`src/rtl/mmu_pkg.sv`:
```
// Shared constants and types for the MMU page-map controller.
// Latency: n/a (declarations only).
// Backpressure: n/a.
package mmu_pkg;

  // I/O decode: block $D0-$DF, beeper/lock port $D1, map ports $D8-$DF
  localparam logic [3:0] MMU_IO_BASE       = 4'hD;
  localparam logic [7:0] MMU_BEEP_PORT     = 8'hD1;
  localparam logic [7:0] MMU_MAP_PORT_MASK = 8'hF8;

  // Default page map written after reset
  localparam logic [3:0] MMU_DEF_ENTRY0 = 4'd0;
  localparam logic [3:0] MMU_DEF_ENTRYN = 4'd1;

  typedef enum logic {INIT, RUN} mmu_state_e;

  // Default value for a given map entry
  function automatic logic [3:0] mmu_def_value(input logic [2:0] idx);
    return (idx == 3'd0) ? MMU_DEF_ENTRY0 : MMU_DEF_ENTRYN;
  endfunction

endpackage

```
`src/rtl/mmu_strobe_sync.sv`:
```
// Synchronizes Z80 IORQ/RD/WR into clk and flags the first cycle of each I/O cycle.
// Latency: SYNC_STAGES clk edges from stable strobe to event/level outputs.
// Backpressure: none; events are single-cycle pulses and are never held.
module mmu_strobe_sync #(
  parameter int SYNC_STAGES = 2
) (
  input  logic i_clk,
  input  logic i_reset,
  input  logic i_iorq_n,
  input  logic i_rd_n,
  input  logic i_wr_n,
  output logic o_rd_act,
  output logic o_rd_evt,
  output logic o_wr_evt
);

  logic [SYNC_STAGES-1:0] r_iorq_sync;
  logic [SYNC_STAGES-1:0] r_rd_sync;
  logic [SYNC_STAGES-1:0] r_wr_sync;
  logic                   r_rd_act_d;
  logic                   r_wr_act_d;
  logic                   w_wr_act;

  // Synchronizer chains idle high (strobes inactive); previous-cycle activity for edge detect
  always_ff @(posedge i_clk) begin
    if (i_reset) begin
      r_iorq_sync <= '1;
      r_rd_sync   <= '1;
      r_wr_sync   <= '1;
      r_rd_act_d  <= 1'b0;
      r_wr_act_d  <= 1'b0;
    end else begin
      r_iorq_sync <= {r_iorq_sync[SYNC_STAGES-2:0], i_iorq_n};
      r_rd_sync   <= {r_rd_sync[SYNC_STAGES-2:0], i_rd_n};
      r_wr_sync   <= {r_wr_sync[SYNC_STAGES-2:0], i_wr_n};
      r_rd_act_d  <= o_rd_act;
      r_wr_act_d  <= w_wr_act;
    end
  end

  assign o_rd_act = ~r_iorq_sync[SYNC_STAGES-1] & ~r_rd_sync[SYNC_STAGES-1];
  assign w_wr_act = ~r_iorq_sync[SYNC_STAGES-1] & ~r_wr_sync[SYNC_STAGES-1];
  assign o_rd_evt = o_rd_act & ~r_rd_act_d;
  assign o_wr_evt = w_wr_act & ~r_wr_act_d;

endmodule

```
`src/rtl/mmu_map_ctrl.sv`:
```
// MMU page-map controller: I/O decode, lock protocol, default-map init and write-port arbiter.
// Latency: CPU map write hits map_we 1 cycle after the synced event; map readback 1 cycle registered.
// Backpressure: loader waits (ld_ack withheld) while INIT or a CPU write owns the write port.
module mmu_map_ctrl
  import mmu_pkg::*;
#(
  parameter logic [3:0]  IO_BASE        = MMU_IO_BASE,
  parameter int unsigned UNLOCK_TIMEOUT = 65535,
  parameter int          SYNC_STAGES    = 2
) (
  input  logic       clk,
  input  logic       reset,
  input  logic       iorq_n,
  input  logic       rd_n,
  input  logic       wr_n,
  input  logic [7:0] a,
  input  logic [3:0] din,
  output logic [7:0] dout,
  output logic       dout_en,
  input  logic       ld_req,
  input  logic [2:0] ld_adr,
  input  logic [3:0] ld_data,
  output logic       ld_ack,
  output logic       map_we,
  output logic [2:0] map_adr,
  output logic [3:0] map_data,
  input  logic [3:0] map_rdata,
  output logic       locked,
  output logic       beep,
  output logic       busy
);

  localparam int CNT_W = (UNLOCK_TIMEOUT > 0) ? $clog2(UNLOCK_TIMEOUT + 1) : 1;
  localparam logic [CNT_W-1:0] CNT_MAX = CNT_W'(UNLOCK_TIMEOUT);

  mmu_state_e       r_state, w_state_nxt;
  logic [2:0]       r_idx, w_idx_nxt;
  logic             r_locked, r_beep;
  logic [CNT_W-1:0] r_cnt;
  logic [CNT_W-1:0] w_cnt_inc;
  logic             r_pend_vld;
  logic [2:0]       r_pend_adr;
  logic [3:0]       r_pend_dat;
  logic             r_dout_en;
  logic [7:0]       r_dout;
  logic             w_rd_act, w_rd_evt, w_wr_evt;
  logic             w_map_port, w_beep_port, w_cpu_acc, w_map_rd, w_pend_issue;

  mmu_strobe_sync #(.SYNC_STAGES(SYNC_STAGES)) u_sync (
    .i_clk    (clk),
    .i_reset  (reset),
    .i_iorq_n (iorq_n),
    .i_rd_n   (rd_n),
    .i_wr_n   (wr_n),
    .o_rd_act (w_rd_act),
    .o_rd_evt (w_rd_evt),
    .o_wr_evt (w_wr_evt)
  );

  assign w_map_port  = (a & MMU_MAP_PORT_MASK) == {IO_BASE, 4'h8};
  assign w_beep_port = a == {IO_BASE, MMU_BEEP_PORT[3:0]};
  assign w_cpu_acc   = w_wr_evt & w_map_port & ~r_locked;
  assign w_map_rd    = w_rd_act & w_map_port;
  assign w_cnt_inc   = r_cnt + CNT_W'(1);

  // FSM state and init index register
  always_ff @(posedge clk) begin
    if (reset) begin
      r_state <= INIT;
      r_idx   <= 3'd0;
    end else begin
      r_state <= w_state_nxt;
      r_idx   <= w_idx_nxt;
    end
  end

  // Next state and write-port arbitration: INIT > pending CPU write > loader
  always_comb begin
    w_state_nxt  = r_state;
    w_idx_nxt    = r_idx;
    map_we       = 1'b0;
    map_adr      = a[2:0];
    map_data     = 4'd0;
    ld_ack       = 1'b0;
    w_pend_issue = 1'b0;
    if (!reset) begin
      case (r_state)
        INIT: begin
          map_we    = 1'b1;
          map_adr   = r_idx;
          map_data  = mmu_def_value(r_idx);
          w_idx_nxt = r_idx + 3'd1;
          if (r_idx == 3'd7) w_state_nxt = RUN;
        end
        RUN: begin
          if (r_pend_vld) begin
            map_we       = 1'b1;
            map_adr      = r_pend_adr;
            map_data     = r_pend_dat;
            w_pend_issue = 1'b1;
          end else if (ld_req) begin
            map_we   = 1'b1;
            ld_ack   = 1'b1;
            map_adr  = ld_adr;
            map_data = ld_data;
          end
        end
        default: ;
      endcase
    end
  end

  // 1-deep CPU write register; a newer accepted write replaces one still waiting out INIT
  always_ff @(posedge clk) begin
    if (reset) begin
      r_pend_vld <= 1'b0;
      r_pend_adr <= 3'd0;
      r_pend_dat <= 4'd0;
    end else if (w_cpu_acc) begin
      r_pend_vld <= 1'b1;
      r_pend_adr <= a[2:0];
      r_pend_dat <= din;
    end else if (w_pend_issue) begin
      r_pend_vld <= 1'b0;
    end
  end

  // Lock protocol, beeper toggle and inactivity auto-relock
  always_ff @(posedge clk) begin
    if (reset) begin
      r_locked <= 1'b1;
      r_beep   <= 1'b0;
      r_cnt    <= '0;
    end else begin
      if (UNLOCK_TIMEOUT != 0 && !r_locked) begin
        if (w_cpu_acc) begin
          r_cnt <= '0;
        end else if (w_cnt_inc == CNT_MAX) begin
          r_locked <= 1'b1;
          r_cnt    <= '0;
        end else begin
          r_cnt <= w_cnt_inc;
        end
      end
      if (w_rd_evt && w_beep_port) begin
        r_locked <= 1'b0;
        r_cnt    <= '0;
      end
      if (w_wr_evt && w_beep_port) begin
        r_locked <= 1'b1;
        r_beep   <= ~r_beep;
      end
    end
  end

  // Registered map readback; data held while the write port borrows map_adr
  always_ff @(posedge clk) begin
    if (reset) begin
      r_dout_en <= 1'b0;
      r_dout    <= 8'd0;
    end else begin
      r_dout_en <= w_map_rd;
      if (!w_map_rd)    r_dout <= 8'd0;
      else if (!map_we) r_dout <= {4'b0, map_rdata};
    end
  end

  assign dout    = r_dout;
  assign dout_en = r_dout_en;
  assign locked  = r_locked;
  assign beep    = r_beep;
  assign busy    = (r_state == INIT);

endmodule

```
`config.mk`:
```
export PLATFORM = sky130hd
export DESIGN_NAME = mmu_map_ctrl
export DESIGN_NICKNAME = d
export VERILOG_FILES = /design/src/rtl/mmu_pkg.sv /design/src/rtl/mmu_strobe_sync.sv /design/src/rtl/mmu_map_ctrl.sv
export SDC_FILE = /design/constraint.sdc
export NUM_CORES = 1
export LEC_CHECK = 0
export ABC_AREA = 1
export BUFFER_PORTS_ARGS = -buffer_cell sky130_fd_sc_hd__buf_2
export CORE_MARGIN = 2
export CORE_UTILIZATION = 30
export CTS_CLUSTER_DIAMETER = 40
export DETAILED_ROUTE_END_ITERATION = 16
export HOLD_SLACK_MARGIN = 0.15
export PLACE_DENSITY = 0.46
export SETUP_SLACK_MARGIN = 0.3
export SLEW_MARGIN = 20
export SYNTH_ARGS = -nofsm -noshare
export SYNTH_HDL_FRONTEND = slang
export SYNTH_SLANG_ARGS = --single-unit
```
`constraint.sdc`:
```
create_clock -name clk -period 2.3 [get_ports clk]
set_input_delay 0.46 -clock clk [delete_from_list [all_inputs] [get_ports clk]]
set_output_delay 0.46 -clock clk [all_outputs]
set_load 0.05 [all_outputs]
```
==> metrics <==
fmax 0.522 GHz; Critical Path Sink Type primary output; Die ar. 8700 µm²; crit path kind reg -> out; cell area after synthesis 2390 µm²; WL per Instance 11.7 µm; RePlAce Congestion 0.773; Area contributors post-synth dfxtp_1 (36%), nand2_1 (12%), nor2_1 (6.4%); Total GRT Usage 0.138; CP peak stage delay 0.40 ns; largest net degree at the start of global routing 18; Max rail drop VDD 0.000226 V; Yosys top cell area share 0.360; final antenna-violating net count 0; P per Cell Area 472 nW/µm²; crit-path max FO 10; Row Count 32; Seq/Total Area, Yosys 0.360; CORE AREA 7730 µm²; Detail Placement HPWL 4150 µm; diode count 0; share of cells above drive strength 1 0.332; Mapped Cells 332; #FFs+latches synth 43; Tcrit/Tclk final 0.832; clock skew 0.00597 ns; Lkg Pwr 1.18 nW; H-tree levels 2; clock tree buffer depth 2; Iteration-0 DRC Markers 74; Worst-Skew Late Latency 0.30 ns; crit path DAT 1.45 ns; number of remaining DRC errors 0; clk sinks 43; TritonCTS clock tree built; vias in the first global route 2019; Crit path max-delay family flip-flops; Final min period 1.91 ns; Root Driver clkbuf_8; antenna violations before repair 0; router iterations before antenna repair 4; setup TNS 0 ns; Buf+Inv Stages, Crit Path 1; Fin. Hold Viols 0; first-pass GRT wire length 9520 µm; hold crit path type in -> reg; syn_area_per_cell 7.21 µm²; initial core utilization 0.310; outcome completed; final wirelength 5710 µm; Die Span Y 93.3 µm; fin. max-slew vios 0; global route total overflow 0; DIE WIDTH 93.3 µm; CTS clk-pin slew, worst paths 0.08 ns; Ys Warns 0; post-synthesis cell type count 38; via count 2197; CTS buffer count 5; Ports 50; startpoint types register; leading area contributor after synthesis dfxtp_1; hold_ws 0.340 ns; Max Cap Viol 0; crit-path cells nor2_2 -> a21oi_4 -> o22ai_1 -> buf_4; pre-CTS WS 0.271 ns; Syn-to-layout area delta 24.3%; PortBufs 45; Crit-path slowest cell dfxtp_4; critical path data required time 1.84 ns; final setup violation count 0; Via density 4.51; RSZ-0062 raised after global routing no; Worst Slack Setup Final 0.386 ns; nets@finish 418
[layout by cell type, fill, tap and decap left out, types with 4 or more instances in the layout]
cell	count
o21ai_0	14
nand3_1	8
buf_4	13
a21oi_1	22
nor2_1	37
nand2_1	74
a21oi_2	11
clkbuf_8	5
nand3b_1	4
nor2_2	5
inv_1	30
nor2_4	8
nand2_2	15
dfxtp_1	38
buf_2	38
conb_1	4
ha_1	5
or2_2	7
[worst register-to-register path: stages (launching register included)]
cell and delay [ns]:
dfxtp_2 0.38, ha_1 0.21, nand3_2 0.15, nor2_4 0.17, nand2_2 0.08, o21bai_2 0.12, nand2_2 0.08, nor2_4 0.13
nand3_4 0.11, buf_4 0.18, nand2_2 0.06, a21oi_2 0.04
[sequential cells by signal, indices dropped and copies added (netlist names), 2 cells and up]
signal,count
r_cnt,16
dout,4
r_pend_dat,4
r_idx,3
r_pend_adr,3
u_sync.r_iorq_sync,2
u_sync.r_rd_sync,2
u_sync.r_wr_sync,2
[cells in the mapped netlist]
| cell type | number |
|---|---|
| nand2_1 | 74 |
| dfxtp_1 | 43 |
| nor2_1 | 41 |
| inv_1 | 31 |
| a21oi_1 | 23 |
| nand2_2 | 15 |
| o21ai_0 | 14 |
| a21oi_2 | 11 |
| nand3_1 | 8 |
| or2_2 | 7 |
| nor2_4 | 6 |
| clkbuf_1 | 5 |
| ha_1 | 5 |
| buf_2 | 4 |
| buf_4 | 4 |
| nand3b_1 | 4 |
| a211oi_1 | 3 |
| a221oi_1 | 3 |
| a32o_1 | 3 |
| nand4_1 | 3 |
| nor2_2 | 3 |
| nor3_1 | 3 |
| nand3_2 | 2 |
| o22ai_1 | 2 |
| xor2_1 | 2 |
| a221o_1 | 1 |
| buf_1 | 1 |
| buf_12 | 1 |
| clkbuf_2 | 1 |
| clkinv_1 | 1 |
| conb_1 | 1 |
| mux2i_1 | 1 |
| nand3_4 | 1 |
| nor4_1 | 1 |
| o21ai_1 | 1 |
| o21bai_2 | 1 |
| o32ai_1 | 1 |
| xnor2_1 | 1 |
[per-stage QoR]
stage / utilization / cell area (µm²) / std cells / total power [mW]
after global placement: 0.358 / 2770 / 473 / 0.931
after global routing: 0.385 / 2970 / 487 / 1.47
final: 0.385 / 2970 / 487 / 1.40
after detailed placement: 0.358 / 2770 / 473 / 0.931
after CTS: 0.374 / 2890 / 481 / 1.42
after floorplan: - / 2450 / 335 / 0.885
[area by class of cell]
type	count	area, µm²
fill	833	4750
multi-input combinational	244	1390
inverter	32	129
timing repair buffer	58	374
tap	102	128
clock buffer	6	72.6
clock inverter	2	12.5
sequential	43	872
[path summary, 6_finish.rpt]
check                           to                 from  cells after the start  slack [ns]
max                     map_adr[2]           r_pend_vld                      4        0.39
min reg2reg    u_sync.r_wr_sync[1]  u_sync.r_wr_sync[0]                      1        0.41
max reg2reg              r_cnt[11]             r_cnt[0]                     11        0.48
min          u_sync.r_iorq_sync[0]               iorq_n                      2        0.34
[report_power, final]
group	total (mW)	switching [mW]	internal, mW
registers	0.760	0.00733	0.753
clock network	0.480	0.268	0.212
logic	0.163	0.105	0.0580
[cells by family after synthesis]
| family | share of synthesized area |
|---|---|
| AOI/OAI and AO/OA | 0.171 |
| xor gates and xnor gates | 0.0110 |
| adders and majority gates | 0.0262 |
| buffers and inverters | 0.0910 |
| DFF | 0.360 |
| muxes | 0.00418 |
| other | 0.00157 |
| and+or+nand+nor | 0.336 |
[routing by layer]
layer / track usage / vias up / part of all wire
li1: - / 1169 / -
met1: 0.190 / 988 / 0.51
met2: 0.215 / 34 / 0.45
met3: 0.0274 / 6 / 0.031
met4: 0.0478 / 0 / 0.014
met5: 0 / - / 0
[what timing repair did]
action / CTS / global route
cloned: 0 / 0
endpoints found under the setup margin: 9 / 26
pin swaps: 0 / 2
resized for setup: 13 / 11
buffers inserted: 0 / 6
hold buffers: 0 / 0
Power figures use the tool's default switching activity.
